### src/rtl/memory_stage_if.sv
// Data-memory bus between the MEM stage (master) and the data memory (slave).
// The stage drives request/address/data; the memory answers with a ready strobe.
interface memory_stage_if;
  logic        mem_req;
  logic        mem_we;
  logic [31:0] mem_addr;
  logic [31:0] mem_wdata;
  logic        mem_ready;
  logic [31:0] mem_rdata;

  modport master (
    output mem_req,
    output mem_we,
    output mem_addr,
    output mem_wdata,
    input  mem_ready,
    input  mem_rdata
  );

  modport slave (
    input  mem_req,
    input  mem_we,
    input  mem_addr,
    input  mem_wdata,
    output mem_ready,
    output mem_rdata
  );
endinterface

### src/rtl/memory_stage.sv
// Pipeline MEM stage: issues data-memory accesses, stalls the front of the pipe
// while waiting for mem_ready, aborts after TIMEOUT wait cycles, and feeds MEM/WB.
module memory_stage #(
  parameter int unsigned TIMEOUT = 16   // legal range 2..255
) (
  input  logic                 clk,
  input  logic                 rst_n,
  input  logic                 WB_in,
  input  logic                 MEM_Read_in,
  input  logic                 MEM_Write_in,
  input  logic                 CALL_in,
  input  logic [31:0]          npc_in,
  input  logic [31:0]          ALU_result_in,
  input  logic [31:0]          Reg2_in,
  input  logic [4:0]           R_dest_in,
  memory_stage_if.master       mem,
  output logic                 stall,
  output logic                 WB,
  output logic [31:0]          WB_data,
  output logic [4:0]           R_dest_out,
  output logic                 mem_err
);

  typedef enum logic {
    IDLE = 1'b0,
    WAIT = 1'b1
  } state_t;

  localparam logic [7:0] TIMEOUT_C = TIMEOUT[7:0];

  state_t      r_state;
  state_t      w_state_next;
  logic [7:0]  r_wcnt;
  logic [7:0]  w_wcnt_next;

  logic        r_wb;
  logic [31:0] r_wb_data;
  logic [4:0]  r_rdest;
  logic        r_err;

  logic        w_mem_op;
  logic        w_is_read;
  logic        w_load_result;
  logic        w_abort;
  logic        w_req;
  logic        w_stall;
  logic [31:0] w_result;

  // A simultaneous read+write request is handled as a plain write.
  assign w_mem_op  = MEM_Read_in | MEM_Write_in;
  assign w_is_read = MEM_Read_in & ~MEM_Write_in;
  assign w_result  = w_is_read ? mem.mem_rdata : ALU_result_in;

  // State register
  always_ff @(posedge clk or negedge rst_n) begin
    if (!rst_n) begin
      r_state <= IDLE;
      r_wcnt  <= 8'd0;
    end else begin
      r_state <= w_state_next;
      r_wcnt  <= w_wcnt_next;
    end
  end

  // Next-state logic; also decides whether MEM/WB takes a result or a bubble
  always_comb begin
    w_state_next  = r_state;
    w_wcnt_next   = r_wcnt;
    w_load_result = 1'b0;
    w_abort       = 1'b0;
    unique case (r_state)
      IDLE: begin
        if (!w_mem_op || mem.mem_ready) begin
          w_load_result = 1'b1;
        end else begin
          w_state_next = WAIT;
          w_wcnt_next  = 8'd1;
        end
      end
      WAIT: begin
        if (mem.mem_ready) begin
          w_state_next  = IDLE;
          w_wcnt_next   = 8'd0;
          w_load_result = 1'b1;
        end else if (r_wcnt >= TIMEOUT_C) begin
          w_state_next = IDLE;
          w_wcnt_next  = 8'd0;
          w_abort      = 1'b1;
        end else begin
          w_wcnt_next = r_wcnt + 8'd1;
        end
      end
      default: begin
        w_state_next = IDLE;
        w_wcnt_next  = 8'd0;
      end
    endcase
  end

  // Output logic; the abort cycle drops stall so upstream moves on
  always_comb begin
    w_req   = 1'b0;
    w_stall = 1'b0;
    if (rst_n) begin
      unique case (r_state)
        IDLE: begin
          w_req   = w_mem_op;
          w_stall = w_mem_op & ~mem.mem_ready;
        end
        WAIT: begin
          w_req   = 1'b1;
          w_stall = ~mem.mem_ready & (r_wcnt < TIMEOUT_C);
        end
        default: begin
          w_req   = 1'b0;
          w_stall = 1'b0;
        end
      endcase
    end
  end

  assign mem.mem_req   = w_req;
  assign mem.mem_we    = w_req & MEM_Write_in;
  assign mem.mem_addr  = w_req ? ALU_result_in : 32'd0;
  assign mem.mem_wdata = w_req ? (CALL_in ? npc_in : Reg2_in) : 32'd0;
  assign stall         = w_stall;

  // MEM/WB pipeline register and sticky timeout flag
  always_ff @(posedge clk or negedge rst_n) begin
    if (!rst_n) begin
      r_wb      <= 1'b0;
      r_wb_data <= 32'd0;
      r_rdest   <= 5'd0;
      r_err     <= 1'b0;
    end else begin
      if (w_load_result) begin
        r_wb      <= WB_in;
        r_wb_data <= w_result;
        r_rdest   <= R_dest_in;
      end else begin
        r_wb      <= 1'b0;
        r_wb_data <= 32'd0;
        r_rdest   <= 5'd0;
      end
      if (w_abort) begin
        r_err <= 1'b1;
      end
    end
  end

  assign WB         = r_wb;
  assign WB_data    = r_wb_data;
  assign R_dest_out = r_rdest;
  assign mem_err    = r_err;

endmodule

### src/flat_wrapper.sv
// flat-port wrapper written by rule: the top's interface ports become plain ports
module memory_stage_flat 
#(
  parameter int unsigned TIMEOUT = 16                        
)
  (clk, rst_n, WB_in, MEM_Read_in, MEM_Write_in, CALL_in, npc_in, ALU_result_in, Reg2_in, R_dest_in, stall, WB, WB_data, R_dest_out, mem_err, mem_mem_req, mem_mem_we, mem_mem_addr, mem_mem_wdata, mem_mem_ready, mem_mem_rdata);
  memory_stage_if mem_i ();
  input  logic clk;
  input  logic rst_n;
  input  logic WB_in;
  input  logic MEM_Read_in;
  input  logic MEM_Write_in;
  input  logic CALL_in;
  input  logic [31:0] npc_in;
  input  logic [31:0] ALU_result_in;
  input  logic [31:0] Reg2_in;
  input  logic [4:0] R_dest_in;
  output logic stall;
  output logic WB;
  output logic [31:0] WB_data;
  output logic [4:0] R_dest_out;
  output logic mem_err;
  output wire logic [$bits(mem_i.mem_req)-1:0] mem_mem_req;
  output wire logic [$bits(mem_i.mem_we)-1:0] mem_mem_we;
  output wire logic [$bits(mem_i.mem_addr)-1:0] mem_mem_addr;
  output wire logic [$bits(mem_i.mem_wdata)-1:0] mem_mem_wdata;
  input wire logic [$bits(mem_i.mem_ready)-1:0] mem_mem_ready;
  input wire logic [$bits(mem_i.mem_rdata)-1:0] mem_mem_rdata;
  assign mem_mem_req = mem_i.mem_req;
  assign mem_mem_we = mem_i.mem_we;
  assign mem_mem_addr = mem_i.mem_addr;
  assign mem_mem_wdata = mem_i.mem_wdata;
  assign mem_i.mem_ready = mem_mem_ready;
  assign mem_i.mem_rdata = mem_mem_rdata;
  memory_stage #(.TIMEOUT(TIMEOUT)) u_core (.clk(clk), .rst_n(rst_n), .WB_in(WB_in), .MEM_Read_in(MEM_Read_in), .MEM_Write_in(MEM_Write_in), .CALL_in(CALL_in), .npc_in(npc_in), .ALU_result_in(ALU_result_in), .Reg2_in(Reg2_in), .R_dest_in(R_dest_in), .mem(mem_i), .stall(stall), .WB(WB), .WB_data(WB_data), .R_dest_out(R_dest_out), .mem_err(mem_err));
endmodule
### config.mk
export PLATFORM = sky130hd
export DESIGN_NAME = memory_stage_flat
export DESIGN_NICKNAME = d
export VERILOG_FILES = /design/src/rtl/memory_stage_if.sv /design/src/rtl/memory_stage.sv /design/src/flat_wrapper.sv
export SDC_FILE = /design/constraint.sdc
export NUM_CORES = 1
export LEC_CHECK = 0
export CORE_AREA = 2 2 96 98
export CTS_CLUSTER_DIAMETER = 40
export CTS_CLUSTER_SIZE = 8
export DETAILED_ROUTE_END_ITERATION = 10
export DIE_AREA = 0 0 98 100
export GPL_ROUTABILITY_DRIVEN = 1
export PLACE_DENSITY = 0.8
export SETUP_SLACK_MARGIN = 0.5
export SYNTH_ARGS = -nofsm -noshare
export SYNTH_HDL_FRONTEND = slang
export SYNTH_SLANG_ARGS = --single-unit
### constraint.sdc
create_clock -name clk -period 1.9 [get_ports clk]
set_input_delay 0.38 -clock clk [delete_from_list [all_inputs] [get_ports clk]]
set_output_delay 0.38 -clock clk [all_outputs]
set_load 0.05 [all_outputs]
==> results.py, run 1 <==
metrics = {
    "timing": {
        "hold_viol": 0,
        "fin_hold_ws_ns": 0.0395,
        "relSlewSlack_pct": 62.6,
        "rsz0062_at_grt": "yes",
        "fin_tns_setup_ns": -5.76,
        "fin_crit_ns": 2.03,
        "fmax_mhz": 492,
        "tightest_slew_ns": 0.562,
        "drv_slew": 0,
        "finalCritPeriodShare_pct": 107,
        "setup_viol": 66,
        "layout_setup_ws_ns": -0.133,
        "skew_ns": 0.00562,
    },
    "worst_setup_path": {
        "worstPathArrival_ns": 1.65,
        "critPathKind": "reg2out",
        "cp-start-kind": "flip-flop",
        "cp_max_fo": 2,
        "path_cells": "or4_4, nand2_2, and3_4, buf_12",
        "cp-end-kind": "output pin",
        "r2r-start": "u_core.r_state",
        "slowest_delay_ns": 0.55,
        "slowest_stage": "or4_4",
        "worstSetupStartpoint": "u_core.r_wcnt[7]",
        "cp.required_ns": 1.52,
    },
    "grt": {
        "grt_pass1_wl_mm": 17.5,
        "antenna_found_initial": 0,
        "grt_usage_pct": 22.6,
        "grt-ovfl-total": 0,
        "grt_max_degree": 43,
        "grt_pass1_vias": 3284,
    },
    "pwr": {
        "p_comb_share_pct": 52.0,
        "clkPwrFrac_pct": 17.4,
        "p_sw_share_pct": 38.4,
        "internal-power_mw": 2.29,
        "max-vdd-ir-drop_mv": 0.458,
        "p_sw_mw": 1.42,
        "p_seq_share_pct": 30.6,
        "p_leak_nw": 2.96,
        "p_per_area_nw_per_um2": 561,
    },
    "floorplanning": {
        "initial_core_util_pct": 29.6,
        "fp-row-count": 35,
        "core_um2": 8890,
        "dieArea_um2": 9800,
        "io_pins": 246,
        "dieWidth_um": 98,
        "die_h_um": 100,
    },
    "finish": {
        "fin_area_um2": 6620,
        "fin_util_pct": 74.4,
        "final-seq-area_um2": 1200,
        "nets": 714,
        "area_growth_pct": 151,
        "fillers": 607,
        "multiInputGateArea_um2": 1880,
        "drive_above_1_share_pct": 46.6,
        "diodes": 0,
    },
    "synthesis": {
        "synth_top_flop_cell": "dfrtp_1",
        "synth_enable_flop_cells": 0,
        "ys_seq_elements": 48,
        "synth.largest_area_cell": "dfrtp_1",
        "synthTopCellsByCount": "65 x nand2_1, 48 x dfrtp_1, 38 x and2_1, 36 x nor2_1",
        "yosysSeqAreaShare_pct": 45.6,
        "ys_warn_count": 0,
        "synth_fp_nets": 448,
        "synth_top_area_share_pct": 45.6,
        "async_flop_share_pct": 100,
        "syn_avg_cell_area_um2": 8.61,
        "post_synth_num_cell_types": 30,
        "netlist_top_cells_area": "dfrtp_1 46%, mux2i_1 12%, nand2_1 9.3%",
        "synthCells": 306,
        "yosysMostFrequentCell": "nand2_1",
        "netlist_area_um2": 2640,
    },
    "cts": {
        "cts_buffer_depth": 2,
        "hold_buffers": 0,
        "cts_sinks": 48,
        "cts-root-buf": "clkbuf_8",
        "tritoncts": "done",
        "clk_pin_slew_worst_paths_ns": 0.09,
        "htreeDepth": 2,
        "insertion_delay_ns": 0.30,
        "cts_made_buffers": 5,
    },
    "placement": {
        "io_buffers": 245,
        "hpwl_mm": 8.76,
        "place_area_um2": 5900,
        "finalWeightedCongestion": 0.861,
    },
    "status": {
        "status": "finished with violations",
        "violations": "negative setup slack",
    },
    "detailed_routing": {
        "route.detailed.drc": 0,
        "drt-pass1-iter-count": 4,
        "antenna_left": 0,
        "vias": 3282,
        "vias_per_cell": 4.80,
        "first_iter_violations": 75,
        "wl_mm": 12.8,
        "wl_per_cell_um": 18.7,
    },
    "job": {
        "max_cap_violations": 0,
    },
    "hold_path": {
        "hold_class": "in2async",
    },
}
[timing repair]
item | CTS | global route
endpoints found under the setup margin | 138 | 119
setup buffers | 7 | 4
resized for setup | 136 | 87
gates cloned | 2 | 7
pin swaps | 6 | 10
[flip-flops by register name, summed over array words and instances (netlist names)]
name / cells
u_core.r_state: 1
u_core.mem_err: 1
u_core.R_dest_out: 5
u_core.WB_data: 32
u_core.r_wcnt: 8
u_core.WB: 1
[per-layer routing]
layer | global-route usage (%) | part of all wire (%) | vias up
met1 | 25.5 | 35 | 1555
met2 | 41.5 | 54 | 180
li1 | - | - | 1522
met3 | 6.89 | 8.2 | 25
met4 | 6.20 | 2.4 | 0
met5 | 0 | 0 | -
[cell usage in the layout, fill, tap and decap left out, types with 23 or more instances in the layout]
master	instances
clkdlybuf4s50_1	135
a21oi_2	26
dfrtp_1	47
mux2i_1	32
and2_4	34
nor2_4	34
buf_12	45
buf_2	23
buf_4	27
nand2_1	64
buf_6	32
[power groups by stage]
stage          Clock [mW]  Sequential, mW  Combinational (mW)
2_1_floorplan           0            1.37               0.727
3_3_place_gp            0            1.15                1.70
6_report            0.644            1.13                1.93
4_1_cts             0.656            1.13                1.81
3_5_place_dp            0            1.16                1.72
5_1_grt             0.697            1.14                2.01
[stage by stage]
step / worst slack, ns / total power [mW] / std cells
after CTS: -0.117 / 3.60 / 673
after detailed placement: -0.289 / 2.88 / 656
after global routing: -0.200 / 3.85 / 684
after floorplan: 0.181 / 2.09 / 306
final: -0.133 / 3.71 / 684
after global placement: -0.266 / 2.85 / 656
[cell type report]
class                      count  share of cell area [%]
tap                          111                    2.10
inverter                       5                   0.397
clock buffer                   8                    1.36
multi-input combinational    230                    28.4
timing repair buffer         282                    49.5
sequential                    48                    18.2
[critical path, delay by kind of cell (launching register included)]
family | cells | cell delay, ns
buffers and inverters | 1 | 0.13
flip-flops | 1 | 0.38
AND/OR/NAND/NOR | 3 | 0.84
[path summary, 6_finish.rpt]
path,cells after the start,slack [ns],to
worst max-delay path,4,-0.13,stall
worst min-delay path,2,0.04,u_core.R_dest_out[2]
worst max register to register,9,0.33,u_core.r_state
worst min register to register,1,0.50,u_core.r_wcnt[5]
max in group asynchronous,3,1.08,u_core.r_state
min in group clk,1,0.50,u_core.r_wcnt[5]
[cell families (layout without fill, tap and decap cells)]
logic type	after synthesis	after routing	share of synthesized area, %
and+or+nand+nor	156	156	27.9
adders and majority gates	2	2	0.950
AOI/OAI and AO/OA	40	40	8.74
buffers and inverters	28	295	4.65
muxes	32	32	12.2
DFF	48	48	45.6
Note: power is estimated with default switching activity, not from simulation.
==> inputs of run 2 (changes only) <==
--- a/config.mk
+++ b/config.mk
@@ -5,13 +5,14 @@
 export SDC_FILE = /design/constraint.sdc
 export NUM_CORES = 1
 export LEC_CHECK = 0
-export CORE_AREA = 2 2 96 98
+export CORE_UTILIZATION = 28
 export CTS_CLUSTER_DIAMETER = 40
 export CTS_CLUSTER_SIZE = 8
 export DETAILED_ROUTE_END_ITERATION = 10
-export DIE_AREA = 0 0 98 100
 export GPL_ROUTABILITY_DRIVEN = 1
-export PLACE_DENSITY = 0.8
+export MAX_ROUTING_LAYER = met4
+export PLACE_DENSITY = 0.78
+export RECOVER_POWER = 100
 export SETUP_SLACK_MARGIN = 0.5
 export SYNTH_ARGS = -nofsm -noshare
 export SYNTH_HDL_FRONTEND = slang
==> constraint.sdc (replaced) <==
create_clock -name clk -period 1.7 [get_ports clk]
set_input_delay 0.34 -clock clk [delete_from_list [all_inputs] [get_ports clk]]
set_output_delay 0.34 -clock clk [all_outputs]
set_load 0.05 [all_outputs]
==> run 2 against run 1 <==
The flow still finishes with violations (negative setup slack); flip-flop and latch count unchanged; clock power grew 8.2%; sequential power rose by 13%; routed wire length shrank 3.9%; first-iteration DRC count rose by 6.7%; clock skew down 0.00092 ns; via count about the same; sequential share of layout area fell by 0.27 points; design area rose by 1.4%; final cell count grew 1.2%; largest cell class unchanged; worst hold slack better by 0.10 ns; total power grew 12%.
==> results.py, run 2 (same netlist as run 1, synthesis figures left out) <==
metrics = {
    "timing": {
        "tightest_slew_ns": 1.02,
        "fin_hold_ws_ns": 0.142,
        "fin_crit_ns": 2.01,
        "skew_ns": 0.00470,
        "setup_viol": 66,
        "fmax_mhz": 498,
        "fin_tns_setup_ns": -16.23,
        "finalCritPeriodShare_pct": 118,
        "hold_viol": 0,
        "layout_setup_ws_ns": -0.308,
        "rsz0062_at_grt": "yes",
        "drv_slew": 0,
        "relSlewSlack_pct": 32.0,
    },
    "cts": {
        "tritoncts": "done",
        "cts_buffer_depth": 2,
        "htreeDepth": 2,
        "clk_pin_slew_worst_paths_ns": 0.09,
        "cts_sinks": 48,
        "insertion_delay_ns": 0.30,
        "cts_made_buffers": 5,
        "cts-root-buf": "clkbuf_8",
    },
    "floorplanning": {
        "fp-row-count": 35,
        "core_um2": 9200,
        "dieArea_um2": 9800,
        "io_pins": 246,
        "dieWidth_um": 99.0,
        "initial_core_util_pct": 28.7,
        "die_h_um": 99.0,
    },
    "finish": {
        "nets": 722,
        "largest_register_ffs": 32,
        "fillers": 670,
        "multiInputGateArea_um2": 1940,
        "final-seq-area_um2": 1200,
        "final_cell_mix": "134 x clkdlybuf4s50_1, 108 x buf_6, 64 x nand2_1",
        "drive_above_1_share_pct": 47.5,
        "final_common_cell": "clkdlybuf4s50_1",
        "fin_area_um2": 6710,
        "area_growth_pct": 155,
        "diodes": 0,
    },
    "worst_setup_path": {
        "cp-start-kind": "flip-flop",
        "cp_max_fo": 2,
        "r2r-start": "u_core.r_wcnt[7]",
        "cp.required_ns": 1.36,
        "worstPathArrival_ns": 1.67,
        "r2r_cells": 4,
        "critPathKind": "reg2out",
        "r2r-end": "u_core.r_wcnt[0]",
        "r2r_setup_slack_ns": 0.05,
        "cp-end-kind": "output pin",
    },
    "placement": {
        "dpl_worst_slack_ns": -0.452,
        "finalWeightedCongestion": 0.809,
        "place_area_um2": 5480,
        "io_buffers": 245,
        "hpwl_mm": 8.36,
    },
    "pwr": {
        "p_seq_share_pct": 30.9,
        "p_leak_nw": 3.02,
        "p_per_area_nw_per_um2": 618,
        "internal-power_mw": 2.56,
        "p_comb_share_pct": 52.3,
        "p_sw_mw": 1.59,
        "max-vdd-ir-drop_mv": 0.377,
        "p_sw_share_pct": 38.3,
        "clkPwrFrac_pct": 16.8,
        "power_mw": 4.15,
    },
    "status": {
        "violations": "negative setup slack",
        "status": "finished with violations",
    },
    "job": {
        "max_cap_violations": 0,
    },
    "grt": {
        "grt_usage_pct": 23.7,
        "grt-ovfl-total": 0,
        "grt_pass1_vias": 3444,
        "grt_pass1_wl_mm": 17.2,
        "antenna_found_initial": 0,
        "grt_max_degree": 21,
    },
    "detailed_routing": {
        "first_iter_violations": 80,
        "vias": 3285,
        "route.detailed.drc": 0,
        "vias_per_cell": 4.75,
        "wl_mm": 12.3,
        "wl_per_cell_um": 17.7,
        "antenna_left": 0,
        "drt-pass1-iter-count": 6,
    },
    "hold_path": {
        "hold_class": "in2async",
    },
}
[run 2: cell types whose count changed in the layout (fill, tap and decap cells not counted), moves of 3 or more]
cell    before  now
buf_2       23    1
buf_8       10    5
buf_4       27   14
buf_16       2    5
buf_12      45   13
buf_6       32  108
[run 2: power by group through the flow]
stage                     Sequential (mW)  Combinational [mW]  Clock (mW)
after global routing                 1.29                2.25       0.765
after CTS                            1.28                2.04       0.715
after detailed placement             1.29                1.79           0
after global placement               1.29                1.76           0
final                                1.28                2.17       0.697
after floorplan                      1.53               0.815           0
[run 2: through the flow]
stage	util, %	instances
floorplan	-	306
global placement	59.5	662
detailed placement	59.5	662
CTS	68.7	683
global route	72.9	692
finish	72.9	692
[run 2: critical path, cell delays in order, from the launching register on]
cell     delay [ns]
dfrtp_1        0.40
or4_4          0.58
nand2_4        0.08
and3_4         0.18
buf_12         0.13
[run 2: worst max path at each step]
stage / slack, ns / cells past startpoint / endpoint / start
2_1_floorplan: 0.02 / 4 / stall / u_core.r_wcnt[7]
4_1_cts: -0.30 / 7 / mem_mem_wdata[11] / u_core.r_state
3_3_place_gp: -0.42 / 6 / mem_mem_addr[4] / MEM_Read_in
5_1_grt: -0.35 / 4 / stall / u_core.r_wcnt[7]
3_5_place_dp: -0.45 / 6 / mem_mem_addr[22] / MEM_Read_in
6_report: -0.31 / 4 / stall / u_core.r_wcnt[7]
[run 2: metal layers]
layer  GRT usage, %  routed length, um  vias up
met1           23.3               4300     1567
li1               -                  -     1546
met4           5.17                145        0
met3           5.32                891       11
met5              -                  0        -
met2           46.7               6920      161
[run 2: cell type report]
type	instances	share of cell area [%]
Clock buffer	6	1.23
Clock inverter	2	0.149
Inverter	5	0.522
Multi-Input combinational cell	230	28.9
Sequential cell	48	17.9
Tap cell	111	2.07
Timing Repair Buffer	289	48.9
Timing Repair inverter	1	0.298
[run 2: repair_timing]
item,in CTS,in global routing
pin swaps,7,7
buffers inserted,6,4
hold buffers,2,0
endpoints found under the setup margin,144,142
gates resized for setup,148,58
gates cloned,5,5
hold endpoints to repair,10,0
